## config.mk

```make
export PLATFORM = sky130hd
export DESIGN_NAME = battleship_game_core
export DESIGN_NICKNAME = d
export VERILOG_FILES = /design/src/rtl/battleship_pkg.sv /design/src/rtl/btn_debounce_edge.sv /design/src/rtl/battleship_game_core.sv
export SDC_FILE = /design/constraint.sdc
export NUM_CORES = 2
export LEC_CHECK = 0
export ABC_AREA = 1
export CAP_MARGIN = 40
export CORE_ASPECT_RATIO = 1.4
export CORE_MARGIN = 4
export CORE_UTILIZATION = 40
export DETAILED_ROUTE_END_ITERATION = 6
export PLACE_DENSITY = 0.57
export SKIP_LAST_GASP = 1
export SLEW_MARGIN = 20
export SYNTH_ARGS = -nofsm -noshare
export SYNTH_HDL_FRONTEND = slang
export SYNTH_SLANG_ARGS = --single-unit
export TNS_END_PERCENT = 5
```

## constraint.sdc

```tcl
create_clock -name clk -period 34.6 [get_ports clk]
set_clock_uncertainty 0.1 [all_clocks]
set_input_delay 5.19 -clock clk [delete_from_list [all_inputs] [get_ports clk]]
set_output_delay 5.19 -clock clk [all_outputs]
set_load 0.01 [all_outputs]
```

## src/rtl/battleship_pkg.sv

```systemverilog
// Shared cell codes, game-phase encoding and a width helper for the battleship core.
package battleship_pkg;

  localparam logic [1:0] CELL_UNKNOWN = 2'b00;
  localparam logic [1:0] CELL_MISS    = 2'b01;
  localparam logic [1:0] CELL_HIT     = 2'b10;
  localparam logic [1:0] CELL_SUNK    = 2'b11;

  typedef enum logic [2:0] {
    PH_IDLE = 3'd0,
    PH_LOAD = 3'd1,
    PH_PLAY = 3'd2,
    PH_SINK = 3'd3,
    PH_WIN  = 3'd4,
    PH_LOSE = 3'd5
  } phase_e;

  function automatic int unsigned clog2(input int unsigned v);
    int unsigned r;
    r = 0;
    for (int unsigned t = 1; t < v; t = t << 1) r++;
    return r;
  endfunction

endpackage

```

## src/rtl/btn_debounce_edge.sv

```systemverilog
// Fire-button conditioning: 2-flop synchroniser, DB_CYCLES-sample debounce and
// a one-cycle pulse on each rising edge of the debounced level.
module btn_debounce_edge
  import battleship_pkg::*;
#(
  parameter int unsigned DB_CYCLES = 1000000
) (
  input  logic clk,
  input  logic reset,
  input  logic btn_raw,
  output logic press_pulse
);

  localparam int unsigned CNT_W = (clog2(DB_CYCLES) < 1) ? 1 : clog2(DB_CYCLES);
  localparam logic [CNT_W-1:0] CNT_LAST = CNT_W'(DB_CYCLES - 1);

  logic             r_sync1;
  logic             r_sync2;
  logic             r_stable;
  logic             r_press;
  logic [CNT_W-1:0] r_cnt;

  // Counter runs while the synchronised sample disagrees with the stable level
  always_ff @(posedge clk or posedge reset) begin
    if (reset) begin
      r_sync1  <= 1'b0;
      r_sync2  <= 1'b0;
      r_stable <= 1'b0;
      r_press  <= 1'b0;
      r_cnt    <= '0;
    end else begin
      r_sync1 <= btn_raw;
      r_sync2 <= r_sync1;
      r_press <= 1'b0;
      if (r_sync2 == r_stable) begin
        r_cnt <= '0;
      end else if (r_cnt == CNT_LAST) begin
        r_cnt    <= '0;
        r_stable <= r_sync2;
        r_press  <= r_sync2;
      end else begin
        r_cnt <= r_cnt + CNT_W'(1);
      end
    end
  end

  assign press_pulse = r_press;

endmodule

```

## src/rtl/battleship_game_core.sv

```systemverilog
// Battleship game-state engine: loads a ship-ID map, resolves shots at the
// cursor, tracks per-ship hits, marks sunk ships and decides win/lose.
module battleship_game_core
  import battleship_pkg::*;
#(
  parameter int unsigned ROWS       = 10,
  parameter int unsigned COLS       = 10,
  parameter int unsigned NUM_SHIPS  = 5,
  parameter int unsigned ID_W       = 3,
  parameter int unsigned MAX_TURNS  = 20,
  parameter int unsigned TURN_W     = 5,
  parameter int unsigned SHIP_W     = 3,
  parameter int unsigned DB_CYCLES  = 1000000,
  parameter int unsigned AUTO_START = 1
) (
  input  logic                      clk,
  input  logic                      reset,
  input  logic                      btn_c,
  input  logic                      start,
  input  logic [3:0]                sprite_row,
  input  logic [3:0]                sprite_col,
  input  logic [ROWS*COLS*ID_W-1:0] ship_map_flat,
  output logic [2*ROWS*COLS-1:0]    cell_status_flat,
  output logic [TURN_W-1:0]         turns_left,
  output logic [SHIP_W-1:0]         ships_remaining,
  output logic [2:0]                game_phase,
  output logic                      busy,
  output logic                      hit_pulse,
  output logic                      miss_pulse,
  output logic                      sunk_pulse,
  output logic                      dup_pulse
);

  localparam int unsigned CELLS   = ROWS * COLS;
  localparam int unsigned IDX_W   = (clog2(CELLS) < 1) ? 1 : clog2(CELLS);
  localparam int unsigned CNT_W   = clog2(CELLS + 1);
  localparam int unsigned NUM_IDS = 1 << ID_W;
  localparam logic [IDX_W-1:0] LAST_IDX = IDX_W'(CELLS - 1);

  phase_e                 r_state;
  logic                   r_busy, r_hit, r_miss, r_sunk, r_dup;
  logic [2*CELLS-1:0]     r_cells;
  logic [CELLS*ID_W-1:0]  r_map;
  logic [TURN_W-1:0]      r_turns;
  logic [SHIP_W-1:0]      r_ships;
  logic [CNT_W-1:0]       r_cnt [NUM_IDS];
  logic [IDX_W-1:0]       r_scan;
  logic [ID_W-1:0]        r_sink_id;

  logic                   w_fire, w_in_range, w_fire_ship, w_scan_ship, w_go_load;
  logic [IDX_W-1:0]       w_fire_idx;
  logic [ID_W-1:0]        w_fire_id, w_scan_id;
  logic [1:0]             w_fire_code;
  logic [TURN_W-1:0]      w_turns_dec;
  logic [SHIP_W-1:0]      w_load_ships;

  btn_debounce_edge #(.DB_CYCLES(DB_CYCLES)) u_fire (
    .clk         (clk),
    .reset       (reset),
    .btn_raw     (btn_c),
    .press_pulse (w_fire)
  );

  assign w_in_range  = (32'(sprite_row) < ROWS) && (32'(sprite_col) < COLS);
  assign w_fire_idx  = IDX_W'(32'(sprite_row) * COLS + 32'(sprite_col));
  assign w_fire_id   = r_map[w_fire_idx*ID_W +: ID_W];
  assign w_fire_code = r_cells[2*w_fire_idx +: 2];
  assign w_fire_ship = (w_fire_id != '0) && (32'(w_fire_id) <= NUM_SHIPS);
  assign w_scan_id   = r_map[r_scan*ID_W +: ID_W];
  assign w_scan_ship = (w_scan_id != '0) && (32'(w_scan_id) <= NUM_SHIPS);
  assign w_turns_dec = (r_turns != '0) ? r_turns - TURN_W'(1) : r_turns;
  assign w_go_load   = (start && (r_state != PH_IDLE) && (r_state != PH_LOAD)) ||
                       ((r_state == PH_IDLE) && (start || (AUTO_START != 0)));

  // Ship count on the final LOAD cycle, including the cell scanned in that cycle
  always_comb begin
    w_load_ships = '0;
    for (int unsigned s = 1; s <= NUM_SHIPS; s++) begin
      if ((r_cnt[ID_W'(s)] != '0) || (32'(w_scan_id) == s))
        w_load_ships = w_load_ships + SHIP_W'(1);
    end
  end

  always_ff @(posedge clk or posedge reset) begin
    if (reset) begin
      r_state   <= PH_IDLE;
      r_busy    <= 1'b0;
      r_hit     <= 1'b0;
      r_miss    <= 1'b0;
      r_sunk    <= 1'b0;
      r_dup     <= 1'b0;
      r_cells   <= '0;
      r_map     <= '0;
      r_turns   <= '0;
      r_ships   <= '0;
      r_scan    <= '0;
      r_sink_id <= '0;
      for (int i = 0; i < NUM_IDS; i++) r_cnt[i] <= '0;
    end else begin
      r_hit  <= 1'b0;
      r_miss <= 1'b0;
      r_sunk <= 1'b0;
      r_dup  <= 1'b0;
      if (w_go_load) begin
        r_state <= PH_LOAD;
        r_busy  <= 1'b1;
        r_map   <= ship_map_flat;
        r_cells <= '0;
        r_turns <= TURN_W'(MAX_TURNS);
        r_ships <= '0;
        r_scan  <= '0;
        for (int i = 0; i < NUM_IDS; i++) r_cnt[i] <= '0;
      end else begin
        case (r_state)
          PH_LOAD: begin
            if (w_scan_ship) r_cnt[w_scan_id] <= r_cnt[w_scan_id] + CNT_W'(1);
            if (r_scan == LAST_IDX) begin
              r_ships <= w_load_ships;
              r_state <= PH_PLAY;
              r_busy  <= 1'b0;
              r_scan  <= '0;
            end else begin
              r_scan <= r_scan + IDX_W'(1);
            end
          end
          PH_PLAY: begin
            if (w_fire && w_in_range) begin
              if (w_fire_code != CELL_UNKNOWN) begin
                r_dup <= 1'b1;
              end else if (!w_fire_ship) begin
                r_cells[2*w_fire_idx +: 2] <= CELL_MISS;
                r_turns <= w_turns_dec;
                r_miss  <= 1'b1;
                if (r_ships == '0)            r_state <= PH_WIN;
                else if (w_turns_dec == '0)   r_state <= PH_LOSE;
              end else begin
                r_cells[2*w_fire_idx +: 2] <= CELL_HIT;
                r_turns <= w_turns_dec;
                r_hit   <= 1'b1;
                if (r_cnt[w_fire_id] != '0) r_cnt[w_fire_id] <= r_cnt[w_fire_id] - CNT_W'(1);
                if (r_cnt[w_fire_id] == CNT_W'(1)) begin
                  if (r_ships != '0) r_ships <= r_ships - SHIP_W'(1);
                  r_sunk    <= 1'b1;
                  r_sink_id <= w_fire_id;
                  r_state   <= PH_SINK;
                  r_busy    <= 1'b1;
                  r_scan    <= '0;
                end else if (r_ships == '0) begin
                  r_state <= PH_WIN;
                end else if (w_turns_dec == '0) begin
                  r_state <= PH_LOSE;
                end
              end
            end
          end
          PH_SINK: begin
            if (w_scan_id == r_sink_id) r_cells[2*r_scan +: 2] <= CELL_SUNK;
            if (r_scan == LAST_IDX) begin
              r_busy <= 1'b0;
              r_scan <= '0;
              // Win outranks lose when the last turn sinks the last ship
              if (r_ships == '0)       r_state <= PH_WIN;
              else if (r_turns == '0)  r_state <= PH_LOSE;
              else                     r_state <= PH_PLAY;
            end else begin
              r_scan <= r_scan + IDX_W'(1);
            end
          end
          default: ;
        endcase
      end
    end
  end

  assign cell_status_flat = r_cells;
  assign turns_left       = r_turns;
  assign ships_remaining  = r_ships;
  assign game_phase       = r_state;
  assign busy             = r_busy;
  assign hit_pulse        = r_hit;
  assign miss_pulse       = r_miss;
  assign sunk_pulse       = r_sunk;
  assign dup_pulse        = r_dup;

endmodule

```

# ---- After elaboration in Yosys (flattened, before gate mapping)
# Index checks and enable logic that the tools add are counted.
dict set report totals {
  register_bits 606
  input_bits 312
  output_inout_bits 216
  elab_cells 230
}
dict set report classes {
  add_sub_neg 13
  mul 3
  magnitude_cmp 8
  n_eq_ne 26
  n_shift 8
  n_mux 96
  bitwise_logic 5
  n_reduce_logical 46
}
# op n
set ops {}
lappend ops {{200-bit two-way mux} 5}
lappend ops {{200-bit bitwise mux} 3}
lappend ops {{2-bit by 34-bit indexed part select with 200-bit output, first input constant} 3}
lappend ops {{300-bit by 10-bit indexed part select with 3-bit output} 2}
lappend ops {{200-bit case mux with 2 select lines} 1}
lappend ops {{2-bit by 34-bit variable shift with 200-bit output, first input constant} 2}
lappend ops {{56-bit two-way mux} 6}
lappend ops {{200-bit by 9-bit indexed part select with 2-bit output} 1}
lappend ops {{56-bit bitwise mux} 2}
lappend ops {{56-bit case mux with 2 select lines} 1}
lappend ops {{7-bit two-way mux} 12}
lappend ops {{8-bit negator with 34-bit output} 2}
lappend ops {{3-bit two-way mux} 21}
lappend ops {{7-bit binary-select mux with 3-bit select} 2}
lappend ops {{7-bit demux with 3-bit select} 2}
lappend ops {{7-bit nonzero test} 6}
lappend ops {{20-bit two-way mux} 2}
lappend ops {{3-bit inequality test, second input constant} 10}
lappend ops {{1-bit two-way mux} 29}
lappend ops {{5-bit two-way mux} 5}
lappend ops {{3-bit nonzero test} 7}
lappend ops {{20-bit by 1-bit adder with 20-bit output, second input constant} 1}
lappend ops {{20-bit equality test, second input constant} 1}
lappend ops {{7-bit by 2-bit multiplier with 9-bit output, second input constant} 2}
lappend ops {{42 further kinds} 77}

# ---- Longest topological paths before layout
dict set report depth {
  ltp_word 16
  mapped_depth 36
  mapped_depth_nobuf 34
}

# ---- By module
# A second synthesis with hierarchy kept.
dict set report hier_totals {
  cells_unflattened 6310
  hier_area_um2 41080.6
}
# mod instances cells_per_inst area_each_um2
set by_module_without_submodules {}
lappend by_module_without_submodules {battleship_game_core 1 6146 39754.4}
lappend by_module_without_submodules {btn_debounce_edge 1 164 1326.3}

# ---- Least setup slack after synthesis
# OpenSTA, ideal clock, no wires.
dict set report synth_path {
  path_kind {input -> register}
  startpoint {in sprite_row[1]}
  endpoint {reg r_cells[82], in the netlist cell_status_flat[82]}
  setup_ps 121
  arrival_ps 8534
  setup_slack_ps 25845
  cell_stages 19
  path_buffers 0
  path_cell_list {ha_1 ha_1 inv_1 fa_1 xnor2_2 inv_2 nand2_1 inv_1 ha_1 inv_1 nor2_1 inv_2 nor2_4 inv_2 nor4_1 o22ai_1 or2_1 nand2_1 o21ai_1}
}
dict set report synth_via {
  elab_chain_len 11
}
# element line
set synth_rtl {}
lappend synth_rtl {{start, declared} battleship_game_core.sv:20} ;# input logic [3:0] sprite_row,
lappend synth_rtl {{4-bit by 3-bit multiplier with 6-bit output} battleship_game_core.sv:65} ;# assign w_fire_idx = IDX_W'(32'(sprite_row) * COLS + 32'(sprite_col));
lappend synth_rtl {{7-bit by 4-bit adder with 7-bit output} battleship_game_core.sv:65}
lappend synth_rtl {{7-bit by 2-bit multiplier with 9-bit output} battleship_game_core.sv:66} ;# assign w_fire_id = r_map[w_fire_idx*ID_W +: ID_W];
lappend synth_rtl {{300-bit by 10-bit indexed part select with 3-bit output} battleship_game_core.sv:66}
lappend synth_rtl {{3-bit less-or-equal comparator / 3-bit nonzero test (equally long branches)} battleship_game_core.sv:68} ;# assign w_fire_ship = (w_fire_id != '0) && (32'(w_fire_id) <= NUM_SHIPS);
lappend synth_rtl {{1-bit logical AND} battleship_game_core.sv:68}
lappend synth_rtl {{200-bit two-way mux} battleship_game_core.sv:130} ;# end else if (!w_fire_ship) begin
lappend synth_rtl {{200-bit two-way mux} battleship_game_core.sv:128} ;# if (w_fire_code != CELL_UNKNOWN) begin
lappend synth_rtl {{200-bit two-way mux} battleship_game_core.sv:127} ;# if (w_fire && w_in_range) begin
lappend synth_rtl {{200-bit case mux with 2 select lines} battleship_game_core.sv:114} ;# case (r_state)
lappend synth_rtl {{200-bit two-way mux} battleship_game_core.sv:104} ;# if (w_go_load) begin
lappend synth_rtl {{end signal, assigned} battleship_game_core.sv:108} ;# r_cells <= '0;
lappend synth_rtl {{end signal, assigned by index} battleship_game_core.sv:131} ;# r_cells[2*w_fire_idx +: 2] <= CELL_MISS;
lappend synth_rtl {{end signal, assigned by index} battleship_game_core.sv:137} ;# r_cells[2*w_fire_idx +: 2] <= CELL_HIT;
lappend synth_rtl {{end, declared} battleship_game_core.sv:42} ;# logic [2*CELLS-1:0] r_cells;
# Parallel ways exist; a longest one is shown, timed or not. The select of a mux whose other input is x is not followed.
# A chain may end at the register's enable or synchronous reset.

# ---- Final worst setup path
dict set report layout_path {
  startpoint {in sprite_row[0]}
  endpoint {reg r_cells[75], in the netlist cell_status_flat[75]}
}
# The elaborated chain is that of the path after synthesis.

==> run_results.csv <==
group,metric,value,unit
run_status,status,"finished, violations left",
run_status,violations,"design-rule violations",
final_layout,post-route-util,49.3,%
global_routing,grt_usage,38.3,%
power_and_ir_drop,power_density,108,nW/um^2
clock_tree,clk_latency,0.67,ns
place,globalplace.congestion,0.992,
synthesis,synth_cells,6101,
final_layout,fin_cells,7785,
routing,wl_per_cell,26.4,microns
timing,drv_slew,0,
place,dp_hpwl,148000,microns
setup_path,cp_data_required_time,35.08,ns
final_layout,seq_area,15200,sq um
synthesis,yosys_warnings,0,
place,place_area,46000,sq um
synthesis,syn_avg_cell_area,6.51,sq um
setup_path,r2r_slack,27.22,ns
place,io_buffers,527,
floorplan,dieArea,104000,sq um
routing,wl_met1,75700,microns
routing,wl_met2,94300,microns
timing,fmax,83.4,MHz
timing,tns,0,ns
floorplan,fp-row-count,136,
final_layout,drive_above_1_share,4.70,%
global_routing,grt_pass1_vias,43900,
timing,setup_ws,22.61,ns
synthesis,netlist_area,39700,sq um
final_layout,final_area,48500,sq um
clock_tree,hold_buffers,0,
floorplan,coreArea,98400,sq um
place,dpl.cell_count,7649,
clock_tree,cts_root_buffer,"clkbuf_16",
floorplan,die_h,381,microns
floorplan,io_pins,528,
setup_path,crit_path_max_fanout,60,
setup_path,critPathKind,"in2reg",
routing,top_layer_used,"met5",
clock_tree,clockBufferDepth,3,
power_and_ir_drop,leakage,22.3,nW
setup_path,critPathLaunchType,"input port",
power_and_ir_drop,max-vdd-ir-drop,0.0763,mV
synthesis,yosysSeqAreaShare,38.2,%
run,maxCapViolations,0,
clock_tree,cts_max_level,3,
global_routing,grt_max_degree,155,
routing,drc,19,
routing,ant_nets,0,
global_routing,grt_pass1_wl,297000,microns
floorplan,die_w,274,microns
synthesis,syn_nets,6441,
timing,tightest_slew,1.09,ns
routing,via_per_inst,5.79,
setup_path,reg2regPathDepth,35,
setup_path,cp_data_arrival_time,12.46,ns
routing,firstDrtPassIters,7,
timing,grt_setup_unrepaired,"no",
setup_path,end_kind,"flop",
timing,slew_headroom,26.8,%
clock_tree,cts.clk_slew.worst_paths,0.06,ns
routing,num_vias,45100,
synthesis,yosysUniqueCellTypes,60,
routing,drtIter0Drc,5118,
timing,post-route-min-period,11.99,ns
clock_tree,cts_tree,"built",
routing,wl,205000,microns
routing,wl_met3,15700,microns
place,place_ws,22.14,ns
final_layout,fill_cells,10300,
timing,hold_viol_final,0,
global_routing,globalRouteOverflowTotal,0,
clock_tree,post_cts_resized,0,
clock_tree,post_cts_buffers,0,
global_routing,antenna_found_initial,3,
floorplan,initial_core_util,40.4,%
worst_hold_path,hold_depth,0,
final_layout,synthToLayoutAreaGrowth,22.3,%
synthesis,synth-seq-cells,606,
worst_hold_path,hp-class,"reg2reg",
final_layout,final_nets,6760,
final_layout,multi_input_area,21200,sq um
clock_tree,cts_buffers,72,
clock_tree,cts.sinks,606,
timing,setup_violations,0,
timing,fin_crit_sh,34.6,%
[Yosys cell counts, drive strengths merged]
cell        n  share of area, %
a211o       1             0.022
a211oi      2             0.069
a21boi      1             0.019
a21o        1             0.019
a21oi     239               3.0
a221oi      2             0.044
a22oi      16              0.30
a2bb2oi     5              0.11
a311oi      3             0.066
a31o        1             0.022
a31oi       3             0.047
and3        2             0.032
buf       158               2.3
clkbuf    222               2.1
clkinv      6             0.057
dfrtp     606                38
fa          2              0.10
ha         26              0.82
inv       424               4.0
nand2    2221                21
nand3     636               8.2
nand3b     14              0.26
nand4      60              0.95
nor2      413               4.1
nor3      115               1.5
nor3b       5             0.095
nor4       18              0.28
o2111ai    11              0.24
o211ai     43              0.81
o21a        2             0.038
o21ai     784               9.9
o21bai      2             0.038
o221ai      2             0.044
o22ai      16              0.25
o311ai      3             0.066
o31ai       7              0.13
o32ai       3             0.066
o41ai       2             0.044
or2         6             0.095
or3         2             0.032
xnor2       4              0.11
xor2       12              0.28
[worst max-delay path: stages]
cell	delay [ns]
clkdlybuf4s50_1	0.54
ha_4	0.30
inv_6	0.34
buf_4	0.63
buf_4	0.74
o211ai_1	0.18
nand3_1	0.13
nand3_1	0.12
nand3_1	0.11
nand3_1	0.07
nand2_1	0.62
nand2_2	0.65
nand2_1	0.25
nand2_2	0.39
inv_2	0.22
buf_4	0.56
buf_4	0.62
a21oi_1	0.15
nor3_1	0.16
nand2_1	0.07
o21ai_0	0.08
[per-layer routing]
layer / track usage (%) / vias to the layer above
li1: - / 20600
met1: 44.8 / 21400
met2: 61.9 / 2418
met3: 6.65 / 632
met4: 29.8 / 2
met5: 0 / -
[final cells by class]
| cell class | instances | area share (%) |
|---|---|---|
| Timing Repair Buffer | 625 | 13.1 |
| Clock buffer | 97 | 4.22 |
| Antenna cell | 2 | 0.0103 |
| Clock inverter | 29 | 0.825 |
| Tap cell | 1311 | 3.38 |
| Multi-Input combinational cell | 4685 | 43.8 |
| Inverter | 430 | 3.40 |
| Sequential cell | 606 | 31.3 |
[worst paths after layout]
kind,from,end
max in group asynchronous,reset,r_map[169]
hold / removal,u_fire.r_sync1,u_fire.r_sync2
hold reg to reg,u_fire.r_sync1,u_fire.r_sync2
setup reg to reg,r_scan[0],ships_remaining[1]
setup / recovery,sprite_row[0],cell_status_flat[75]
min in group asynchronous,reset,r_map[135]
[report_power, final]
part | total, mW | switching, mW | internal (mW)
Sequential | 1.31 | 0.294 | 1.02
Combinational | 3.10 | 2.16 | 0.941
Clock | 0.815 | 0.339 | 0.476
[flip-flops by register name, indices dropped and copies added (netlist names)]
| name | count |
|---|---|
| game_phase | 3 |
| hit_pulse | 1 |
| ships_remaining | 3 |
| turns_left | 5 |
| u_fire.r_cnt | 20 |
| u_fire.r_sync1 | 1 |
| u_fire.r_stable | 1 |
| r_map | 300 |
| r_sink_id | 3 |
| r_scan | 7 |
| r_cnt | 56 |
| u_fire.r_sync2 | 1 |
| cell_status_flat | 200 |
| miss_pulse | 1 |
| busy | 1 |
| dup_pulse | 1 |
| sunk_pulse | 1 |
| u_fire.press_pulse | 1 |
[per-stage QoR]
step	hold WS, ns	power (mW)
floorplan	0.231	3.13
global placement	0.234	4.30
detailed placement	0.238	4.35
CTS	0.253	5.19
global route	0.281	5.59
finish	0.250	5.23
[layout by cell type, fill, tap and decap left out, drive strengths merged, types with 3 or more instances in the layout]
cell / n
nand3b: 14
nor2: 413
clkdlybuf4s50: 526
clkinv: 21
or2: 6
nand2: 2221
bufinv: 8
clkbuf: 98
a21oi: 239
a22oi: 16
a2bb2oi: 5
inv: 426
o311ai: 3
ha: 26
dfrtp: 606
nor4: 18
nor3: 115
nor3b: 5
xor2: 12
o31ai: 7
clkinvlp: 4
o22ai: 16
nand4: 60
a311oi: 3
o21ai: 784
a31oi: 3
o32ai: 3
o2111ai: 11
nand3: 636
xnor2: 4
buf: 98
o211ai: 43
[logic make-up after synthesis]
kind of cell             count (synthesis)  share of synthesized area, %
flip-flops                             606                          38.2
XOR/XNOR                                16                         0.391
AND/OR/NAND/NOR                       3492                          36.6
AO/OA/AOI/OAI                         1149                          15.4
buffers and inverters                  810                          8.45
adder cells (fa/ha/maj)                 28                         0.921
Note: power is estimated with default switching activity, not from simulation.
